<file path="config.mk">
export PLATFORM = sky130hd
export DESIGN_NAME = muxadd_ctrl
export DESIGN_NICKNAME = d
export VERILOG_FILES = /design/src/rtl/muxadd_pkg.sv /design/src/rtl/muxadd_sel_gen.sv /design/src/rtl/muxadd_ctrl.sv
export SDC_FILE = /design/constraint.sdc
export NUM_CORES = 1
export LEC_CHECK = 0
export ABC_AREA = 1
export BUFFER_PORTS_ARGS = -buffer_cell sky130_fd_sc_hd__buf_2
export CORE_MARGIN = 3
export CORE_UTILIZATION = 47
export CTS_CLUSTER_DIAMETER = 80
export DETAILED_ROUTE_END_ITERATION = 10
export HOLD_SLACK_MARGIN = 0.06
export PLACE_DENSITY_LB_ADDON = 0.1
export SETUP_SLACK_MARGIN = 0.1
export SYNTH_ARGS = -nofsm -noshare
export SYNTH_HDL_FRONTEND = slang
export SYNTH_SLANG_ARGS = --single-unit
</file>
<file path="constraint.sdc">
create_clock -name clk -period 1.8 [get_ports clk]
set_input_delay 0.09 -clock clk [delete_from_list [all_inputs] [get_ports clk]]
set_output_delay 0.09 -clock clk [all_outputs]
set_load 0.03 [all_outputs]
</file>
<file path="src/rtl/muxadd_pkg.sv">
// ============================================================================
//  muxadd_pkg
//  Shared state encoding and default sizing for the mux-adder controller.
//  Revision: 1.0
// ============================================================================
`default_nettype none

package muxadd_pkg;

    localparam int INUM_DEF     = 8;
    localparam int LOGINUM_DEF  = 3;
    localparam int BITWIDTH_DEF = 8;

    typedef enum logic [1:0] {
        ST_IDLE  = 2'd0,
        ST_RUN   = 2'd1,
        ST_DRAIN = 2'd2,
        ST_DONE  = 2'd3
    } state_t;

endpackage

`default_nettype wire

</file>
<file path="src/rtl/muxadd_sel_gen.sv">
// ============================================================================
//  muxadd_sel_gen
//  Window cycle counter producing a bit-reversed (Sobol dim-1) mux select.
//  Revision: 1.0
// ============================================================================
`default_nettype none

module muxadd_sel_gen
    import muxadd_pkg::*;
#(
    parameter int INUM     = INUM_DEF,
    parameter int LOGINUM  = LOGINUM_DEF,
    parameter int BITWIDTH = BITWIDTH_DEF
) (
    input  logic               clk,
    input  logic               rst,
    input  logic               en,
    input  logic               clr,
    output logic [LOGINUM-1:0] sel,
    output logic               last
);

    localparam logic [LOGINUM-1:0] c_sel_mask = LOGINUM'(INUM - 1);

    logic [BITWIDTH-1:0] r_cnt;
    logic [LOGINUM-1:0]  w_rev;

    always_ff @(posedge clk or posedge rst) begin
        if (rst) begin
            r_cnt <= '0;
        end else if (clr) begin
            r_cnt <= '0;
        end else if (en) begin
            r_cnt <= r_cnt + BITWIDTH'(1);
        end
    end

    for (genvar gi = 0; gi < LOGINUM; gi++) begin : g_rev
        assign w_rev[gi] = r_cnt[LOGINUM-1-gi];
    end

    assign sel  = en ? (w_rev & c_sel_mask) : '0;
    // Final RUN cycle: the next enabled edge wraps the counter to zero.
    assign last = en & (&r_cnt);

endmodule

`default_nettype wire

</file>
<file path="src/rtl/muxadd_ctrl.sv">
// ============================================================================
//  muxadd_ctrl
//  Runs one 2^BITWIDTH-cycle mux-adder window and counts the ones it returns.
//  Revision: 1.0
// ============================================================================
`default_nettype none

module muxadd_ctrl
    import muxadd_pkg::*;
#(
    parameter int INUM     = INUM_DEF,
    parameter int LOGINUM  = LOGINUM_DEF,
    parameter int BITWIDTH = BITWIDTH_DEF
) (
    input  logic                clk,
    input  logic                rst,
    input  logic                start_valid,
    output logic                start_ready,
    input  logic                clear,
    output logic [LOGINUM-1:0]  sel,
    output logic                bs_en,
    input  logic                mux_out,
    output logic                res_valid,
    input  logic                res_ready,
    output logic [BITWIDTH:0]   result,
    output logic                busy
);

    state_t             r_state;
    state_t             w_state_nxt;
    logic               w_run;
    logic               w_accept;
    logic               w_clr_cnt;
    logic               w_last;
    logic               r_bs_en_d;
    logic [BITWIDTH:0]  r_ones;
    logic [BITWIDTH:0]  w_ones_nxt;
    logic [BITWIDTH:0]  r_result;

    assign w_run       = (r_state == ST_RUN);
    assign start_ready = (r_state == ST_IDLE) && !rst;
    assign w_accept    = start_ready & start_valid & ~clear;
    assign w_clr_cnt   = w_accept | clear;

    muxadd_sel_gen #(
        .INUM     (INUM),
        .LOGINUM  (LOGINUM),
        .BITWIDTH (BITWIDTH)
    ) u_sel_gen (
        .clk  (clk),
        .rst  (rst),
        .en   (w_run),
        .clr  (w_clr_cnt),
        .sel  (sel),
        .last (w_last)
    );

    always_ff @(posedge clk or posedge rst) begin
        if (rst) begin
            r_state <= ST_IDLE;
        end else begin
            r_state <= w_state_nxt;
        end
    end

    always_comb begin
        w_state_nxt = r_state;
        if (clear) begin
            w_state_nxt = ST_IDLE;
        end else begin
            case (r_state)
                ST_IDLE:  if (start_valid) w_state_nxt = ST_RUN;
                ST_RUN:   if (w_last)      w_state_nxt = ST_DRAIN;
                ST_DRAIN:                  w_state_nxt = ST_DONE;
                ST_DONE:  if (res_ready)   w_state_nxt = ST_IDLE;
                default:                   w_state_nxt = ST_IDLE;
            endcase
        end
    end

    // mux_out lags sel by one cycle, so samples are qualified by the delayed enable;
    // the DRAIN edge captures the final sample straight into the result.
    assign w_ones_nxt = r_ones + {{BITWIDTH{1'b0}}, mux_out};

    always_ff @(posedge clk or posedge rst) begin
        if (rst) begin
            r_bs_en_d <= 1'b0;
            r_ones    <= '0;
            r_result  <= '0;
        end else if (clear) begin
            r_bs_en_d <= 1'b0;
            r_ones    <= '0;
            r_result  <= '0;
        end else begin
            r_bs_en_d <= w_run;
            if (w_accept) begin
                r_ones <= '0;
            end else if (r_bs_en_d) begin
                r_ones <= w_ones_nxt;
            end
            if (r_state == ST_DRAIN) begin
                r_result <= w_ones_nxt;
            end
        end
    end

    assign bs_en     = w_run;
    assign busy      = w_run | (r_state == ST_DRAIN);
    assign res_valid = (r_state == ST_DONE);
    assign result    = r_result;

endmodule

`default_nettype wire

</file>
# After elaboration in Yosys (flattened, before gate mapping)
# Index checks and enable logic that the tools add are counted.
# word_totals
mem_bits_ro	0
wordCells	41
mem_bits_rw	0
mem_count	0
latch_bits	0
in_bits	6
regBits	29
output_inout_bits	16
# classes
bitwise	6
add_sub_neg	2
order_cmp	0
n_shift	0
div_mod_pow	0
n_eq_ne	6
mux	14
n_reduce_logical	8
mul	0
# ops
cell	n
9-bit two-way mux	5
8-bit two-way mux	2
9-bit by 1-bit adder with 9-bit output	1
8-bit by 1-bit adder with 8-bit output, second input constant	1
2-bit two-way mux	4
2-bit one-hot mux with 4 select lines	1
8-bit AND reduction	1
3-bit != test, second input constant	2
2-bit equality test, second input constant	2
2-bit nonzero test	2
1-bit AND	3
3-bit two-way mux	1
3-bit by 2-bit != test with 1-bit output, second input constant	1
3-bit AND reduction	1
3-bit nonzero test	1
2-bit by 1-bit equality test with 1-bit output, second input constant	1
2-bit logical NOT	1
1-bit OR	2
1-bit logical AND	1
1-bit logical NOT	1
1-bit two-way mux	1
1-bit inverter	1

# Depth between registers and ports, before layout
# depth
word_depth	6
mapped_depth	9
depth_no_buf	9

# Cells and area by module
# From an unflattened synthesis, not the netlist that was laid out.
# unflattened
hier_cells	200
hier_area_um2	1580.3
# modules_own_cells
mod	area_per_inst_um2	instances	seq_area_each_um2	cells_per_inst
muxadd_ctrl	1104.8	1	525.5	138
muxadd_sel_gen	475.5	1	200.2	62

# Worst setup path after synthesis
# Ideal clock, no wire load.
# synth_path
path_type	flip-flop to flip-flop
startpoint	register r_state[1]
endpoint	register r_state[0]
stages_incl_launch_ff	10
synth_period_minus_slack_ns	1.601
required_ns	1.683
n_path_buf	0
setup_time_ns	0.117
arrival_ns	1.485
setup_slack_ns	0.199
cell_sequence	dfrtp_1 > inv_1 > ha_1 > nand2_2 > nor2_4 > nand3_2 > nand2_2 > nand2_2 > nand2_1 > nand2_1
# synth_between
elab_chain_cells	4
word_cells_on_any_way	11
cone_classes	eq/ne (6); mux (2); bitwise (1); reduce/logical (2)
# synth_lines
item	line_no	text
from (decl)	muxadd_ctrl.sv:29	state_t r_state;
from (signal assigned)	muxadd_ctrl.sv:62	r_state <= w_state_nxt;
2-bit by 1-bit equality test with 1-bit output *	muxadd_ctrl.sv:40	assign w_run = (r_state == ST_RUN);
net bs_en	muxadd_ctrl.sv:21	output logic bs_en,
1-bit AND	muxadd_sel_gen.sv:44	assign last = en & (&r_cnt);
3-bit != test (no line)	-	
3-bit AND reduction (no line)	-	
# The timed path passes the listed nets; every way through them passes the cells marked *.
# A chain may end at the register's enable or synchronous reset.

# Worst setup path after layout
# layout_path
startpoint	register r_state[1]
endpoint	output port sel[2]
# layout_between
elab_chain_cells	2
# layout_lines
item	line_no	text
2-bit by 1-bit equality test with 1-bit output	muxadd_ctrl.sv:40	
3-bit two-way mux	muxadd_sel_gen.sv:42	assign sel = en ? (w_rev & c_sel_mask) : '0;
to (decl)	muxadd_ctrl.sv:20	output logic [LOGINUM-1:0] sel,
# No other way between the ends.

==> impl_results.html <==
<table>
<tr><th>Metric</th><th>Value</th></tr>
<tr><th colspan="2">Place</th></tr>
<tr><td>Number of port buffers</td><td>21</td></tr>
<tr><td>Final HPWL from detailed placement</td><td>2.292 mm</td></tr>
<tr><td>Routability congestion estimate from global placement</td><td>0.7703</td></tr>
<tr><th colspan="2">STA</th></tr>
<tr><td>Setup violations, final</td><td>0</td></tr>
<tr><td>Max-slew violation count</td><td>0</td></tr>
<tr><td>Worst max-slew margin expressed relative to the limit</td><td>74.29%</td></tr>
<tr><td>Least-Margin Pin Slew</td><td>385.2 ps</td></tr>
<tr><td>Final Hold Fails</td><td>0</td></tr>
<tr><td>Unrepaired setup endpoints after global routing</td><td>false</td></tr>
<tr><td>Worst Clk Skew</td><td>4.367 ps</td></tr>
<tr><td>TNS Setup</td><td>0 ps</td></tr>
<tr><td>Upper clock frequency limit</td><td>0.6441 GHz</td></tr>
<tr><td>Crit share post-route</td><td>86.25%</td></tr>
<tr><td>Tmin final</td><td>1553 ps</td></tr>
<tr><th colspan="2">Worst setup path</th></tr>
<tr><td>Crit Path Category</td><td>reg -&gt; out</td></tr>
<tr><td>Max incr delay on CP</td><td>430 ps</td></tr>
<tr><td>Element type at the critical path start</td><td>register</td></tr>
<tr><td>Worst path arrival time</td><td>1460 ps</td></tr>
<tr><td>Most numerous cell on the critical path</td><td>inv_1</td></tr>
<tr><td>Critical-path maximum fanout</td><td>7</td></tr>
<tr><td>Ordered cell list for the critical path</td><td>inv_1 &gt; ha_4 &gt; nand2_2 &gt; inv_1 &gt; buf_2</td></tr>
<tr><td>Buffers plus inverters on the worst setup path</td><td>3</td></tr>
<tr><td>Crit path max-delay family</td><td>flip-flops</td></tr>
<tr><td>Max stage delay cell, worst path</td><td>dfrtp_1</td></tr>
<tr><td>Worst setup EP type</td><td>output pin</td></tr>
<tr><td>Data required time of the worst path</td><td>1710 ps</td></tr>
<tr><th colspan="2">Yosys</th></tr>
<tr><td>Synth warnings</td><td>0</td></tr>
<tr><td>Number of enable flip-flop cells after synthesis</td><td>0</td></tr>
<tr><td>Synthesized area divided by synthesized cell count</td><td>8.162 µm²</td></tr>
<tr><td>Dominant synthesized flop cell</td><td>dfrtp_1</td></tr>
<tr><td>Post-synth design cell area</td><td>1559 µm²</td></tr>
<tr><td>Sequential fraction of the synthesis area</td><td>46.55%</td></tr>
<tr><td>Number of cells produced by synthesis</td><td>191</td></tr>
<tr><td>#FFs+latches synth</td><td>29</td></tr>
<tr><td>Synth Net Count</td><td>204</td></tr>
<tr><td>Number of unique standard cell types used by synthesis</td><td>24</td></tr>
<tr><td>Proportion of synthesized flip-flops having asynchronous set or reset</td><td>100.0%</td></tr>
<tr><th colspan="2">Pwr</th></tr>
<tr><td>LEAKAGE</td><td>0.9737 nW</td></tr>
<tr><td>Worst ir drop on vdd</td><td>0.7518 mV</td></tr>
<tr><td>Tot Pwr</td><td>1.652 mW</td></tr>
<tr><td>Pwr Density</td><td>919.2 nW/µm²</td></tr>
<tr><th colspan="2">CTS</th></tr>
<tr><td>Buffers from clock root to sink, at most</td><td>2</td></tr>
<tr><td>Clock buffers created by TritonCTS</td><td>5</td></tr>
<tr><td>Clock latency on the worst-skew pair</td><td>320 ps</td></tr>
<tr><td>Buffers inserted by post-CTS timing repair</td><td>0</td></tr>
<tr><td>Clock-pin slew on the worst setup and hold paths</td><td>80 ps</td></tr>
<tr><td>H-Tree Depth</td><td>2</td></tr>
<tr><td>Clock tree from TritonCTS</td><td>done</td></tr>
<tr><td>Root Buffer</td><td>clkbuf_4</td></tr>
<tr><td>Num Clock Sinks</td><td>29</td></tr>
<tr><th colspan="2">Global routing</th></tr>
<tr><td>Number of global-route vias before repair</td><td>1226</td></tr>
<tr><td>Global-route wire length before repair</td><td>5.533 mm</td></tr>
<tr><td>Maximum number of pins on one net before global-route repair</td><td>30</td></tr>
<tr><td>Number of antenna violations at the first check in global routing</td><td>0</td></tr>
<tr><td>Remaining global-route overflow</td><td>0</td></tr>
<tr><td>Overall track demand over capacity in global routing</td><td>17.51%</td></tr>
<tr><th colspan="2">Route</th></tr>
<tr><td>Total number of vias</td><td>1253</td></tr>
<tr><td>First-pass detailed-route iteration total</td><td>4</td></tr>
<tr><td>Total routed wirelength</td><td>3.011 mm</td></tr>
<tr><td>Drt initial violations</td><td>64</td></tr>
<tr><td>Antenna-violating nets left</td><td>0</td></tr>
<tr><td>Drt drc</td><td>0</td></tr>
<tr><td>Routed wire length per instance</td><td>11.41 µm</td></tr>
<tr><td>Vias per inst</td><td>4.746</td></tr>
<tr><th colspan="2">Layout</th></tr>
<tr><td>Fraction of the core area covered by cells at the end of the flow</td><td>57.90%</td></tr>
<tr><td>Most common library cell in the layout ignoring fill and taps</td><td>nand2_1</td></tr>
<tr><td>Antenna cell count</td><td>0</td></tr>
<tr><td>Most used cells in the layout excluding fill and tap cells</td><td>52 x nand2_1, 29 x dfrtp_1, 24 x inv_1</td></tr>
<tr><td>Ratio of cells with drive above 1 in the final layout</td><td>22.27%</td></tr>
<tr><td>Fillers</td><td>312</td></tr>
<tr><td>Synth-to-Final Area Change</td><td>15.25%</td></tr>
<tr><td>Number of nets in the finished design</td><td>233</td></tr>
<tr><th colspan="2">Die</th></tr>
<tr><td>Top-level I/O count</td><td>22</td></tr>
<tr><td>Die outline area</td><td>4044 µm²</td></tr>
<tr><td>Initial standard-cell utilization of the core</td><td>50.24%</td></tr>
<tr><td>Core ar.</td><td>3103 µm²</td></tr>
<tr><td>Y dimension of the die</td><td>63.60 µm</td></tr>
<tr><td>Placement row count</td><td>20</td></tr>
<tr><td>Overall die width</td><td>63.60 µm</td></tr>
<tr><th colspan="2">Flow run</th></tr>
<tr><td>Maximum Capacitance Violations</td><td>0</td></tr>
<tr><th colspan="2">Worst hold path</th></tr>
<tr><td>Hold crit path type</td><td>in -&gt; reg</td></tr>
<tr><th colspan="2">Status</th></tr>
<tr><td>Run status</td><td>finished clean</td></tr>
</table>
-- cells by family (layout without fill, tap and decap cells) --
kind of cell,count (synthesis),count (layout),share of synthesized area [%]
simple gates,107,107,32.91
buf+inv,30,59,7.946
flops,29,29,46.55
compound gates,15,15,5.297
fa+ha+maj,7,7,5.618
xor+xnor,3,3,1.686
-- registers in the layout, indices dropped and copies added, names as in the netlist --
register	cells
r_bs_en_d	1
result	9
r_state	2
r_ones	9
u_sel_gen.r_cnt	8
-- worst paths after layout --
kind	start	to	slack [ps]	depth (start not counted)
max	r_state[1]	sel[2]	250	5
min	clear	r_bs_en_d	120	2
max reg2reg	r_state[0]	r_ones[7]	300	7
min reg2reg	result[5]	result[5]	480	2
max in group asynchronous	rst	r_ones[2]	1130	4
min in group asynchronous	rst	result[1]	400	4
-- area by class of cell --
class / instances / area, µm² / share of cell area (%)
clock buffer: 7 / 55.05 / 3.064
timing repair buffer: 23 / 122.6 / 6.825
inverter: 29 / 116.4 / 6.476
sequential: 29 / 725.7 / 40.39
multi-input combinational: 132 / 721.9 / 40.18
tap: 44 / 55.05 / 3.064
-- per-layer routing --
metal | wire length (µm) | track usage, % | vias up
met5 | 0 | 0 | -
met1 | 1405 | 21.92 | 556
met3 | 129 | 5.169 | 7
li1 | - | - | 661
met4 | 58 | 6.469 | 0
met2 | 1417 | 28.42 | 29
-- report_power, final --
group	internal [mW]	leakage [nW]	switching (mW)
clock network	0.184	0.0314	0.215
logic	0.155	0.541	0.357
registers	0.694	0.401	0.0466
-- Yosys cell counts (2+ instances only) --
library cell,instances,area [µm²]
inv_2,4,15.01
nand2_1,52,195.2
o21ai_0,4,20.02
inv_1,24,90.09
nor2_2,2,12.51
dfrtp_1,29,725.7
nor2_1,16,60.06
o21ai_1,7,35.03
nand3_2,2,20.02
nand4_1,2,12.51
a22o_1,2,17.52
a21oi_1,2,10.01
nand3_1,17,85.08
ha_1,7,87.58
nor3_1,4,20.02
xor2_1,2,17.52
nor2_4,4,45.04
nand2_2,5,31.28
-- what timing repair did --
item                                   in CTS  in global routing
endpoints found under the hold margin      29                  0
resized for setup                           1                  1
hold buffers                                1                  0
setup endpoints to repair                   1                  1
-- per-stage QoR --
stage	hold slack (ps)	instances	setup WS (ps)	instance area (µm²)
after floorplan	9.671	191	198.7	1559
after global placement	212.3	256	270.9	1719
after global routing	118.8	264	149.7	1797
after detailed placement	219.1	256	244.6	1719
after CTS	111.8	264	162.9	1787
final	116.6	264	247.5	1797
Note: power is estimated with default switching activity, not from simulation.
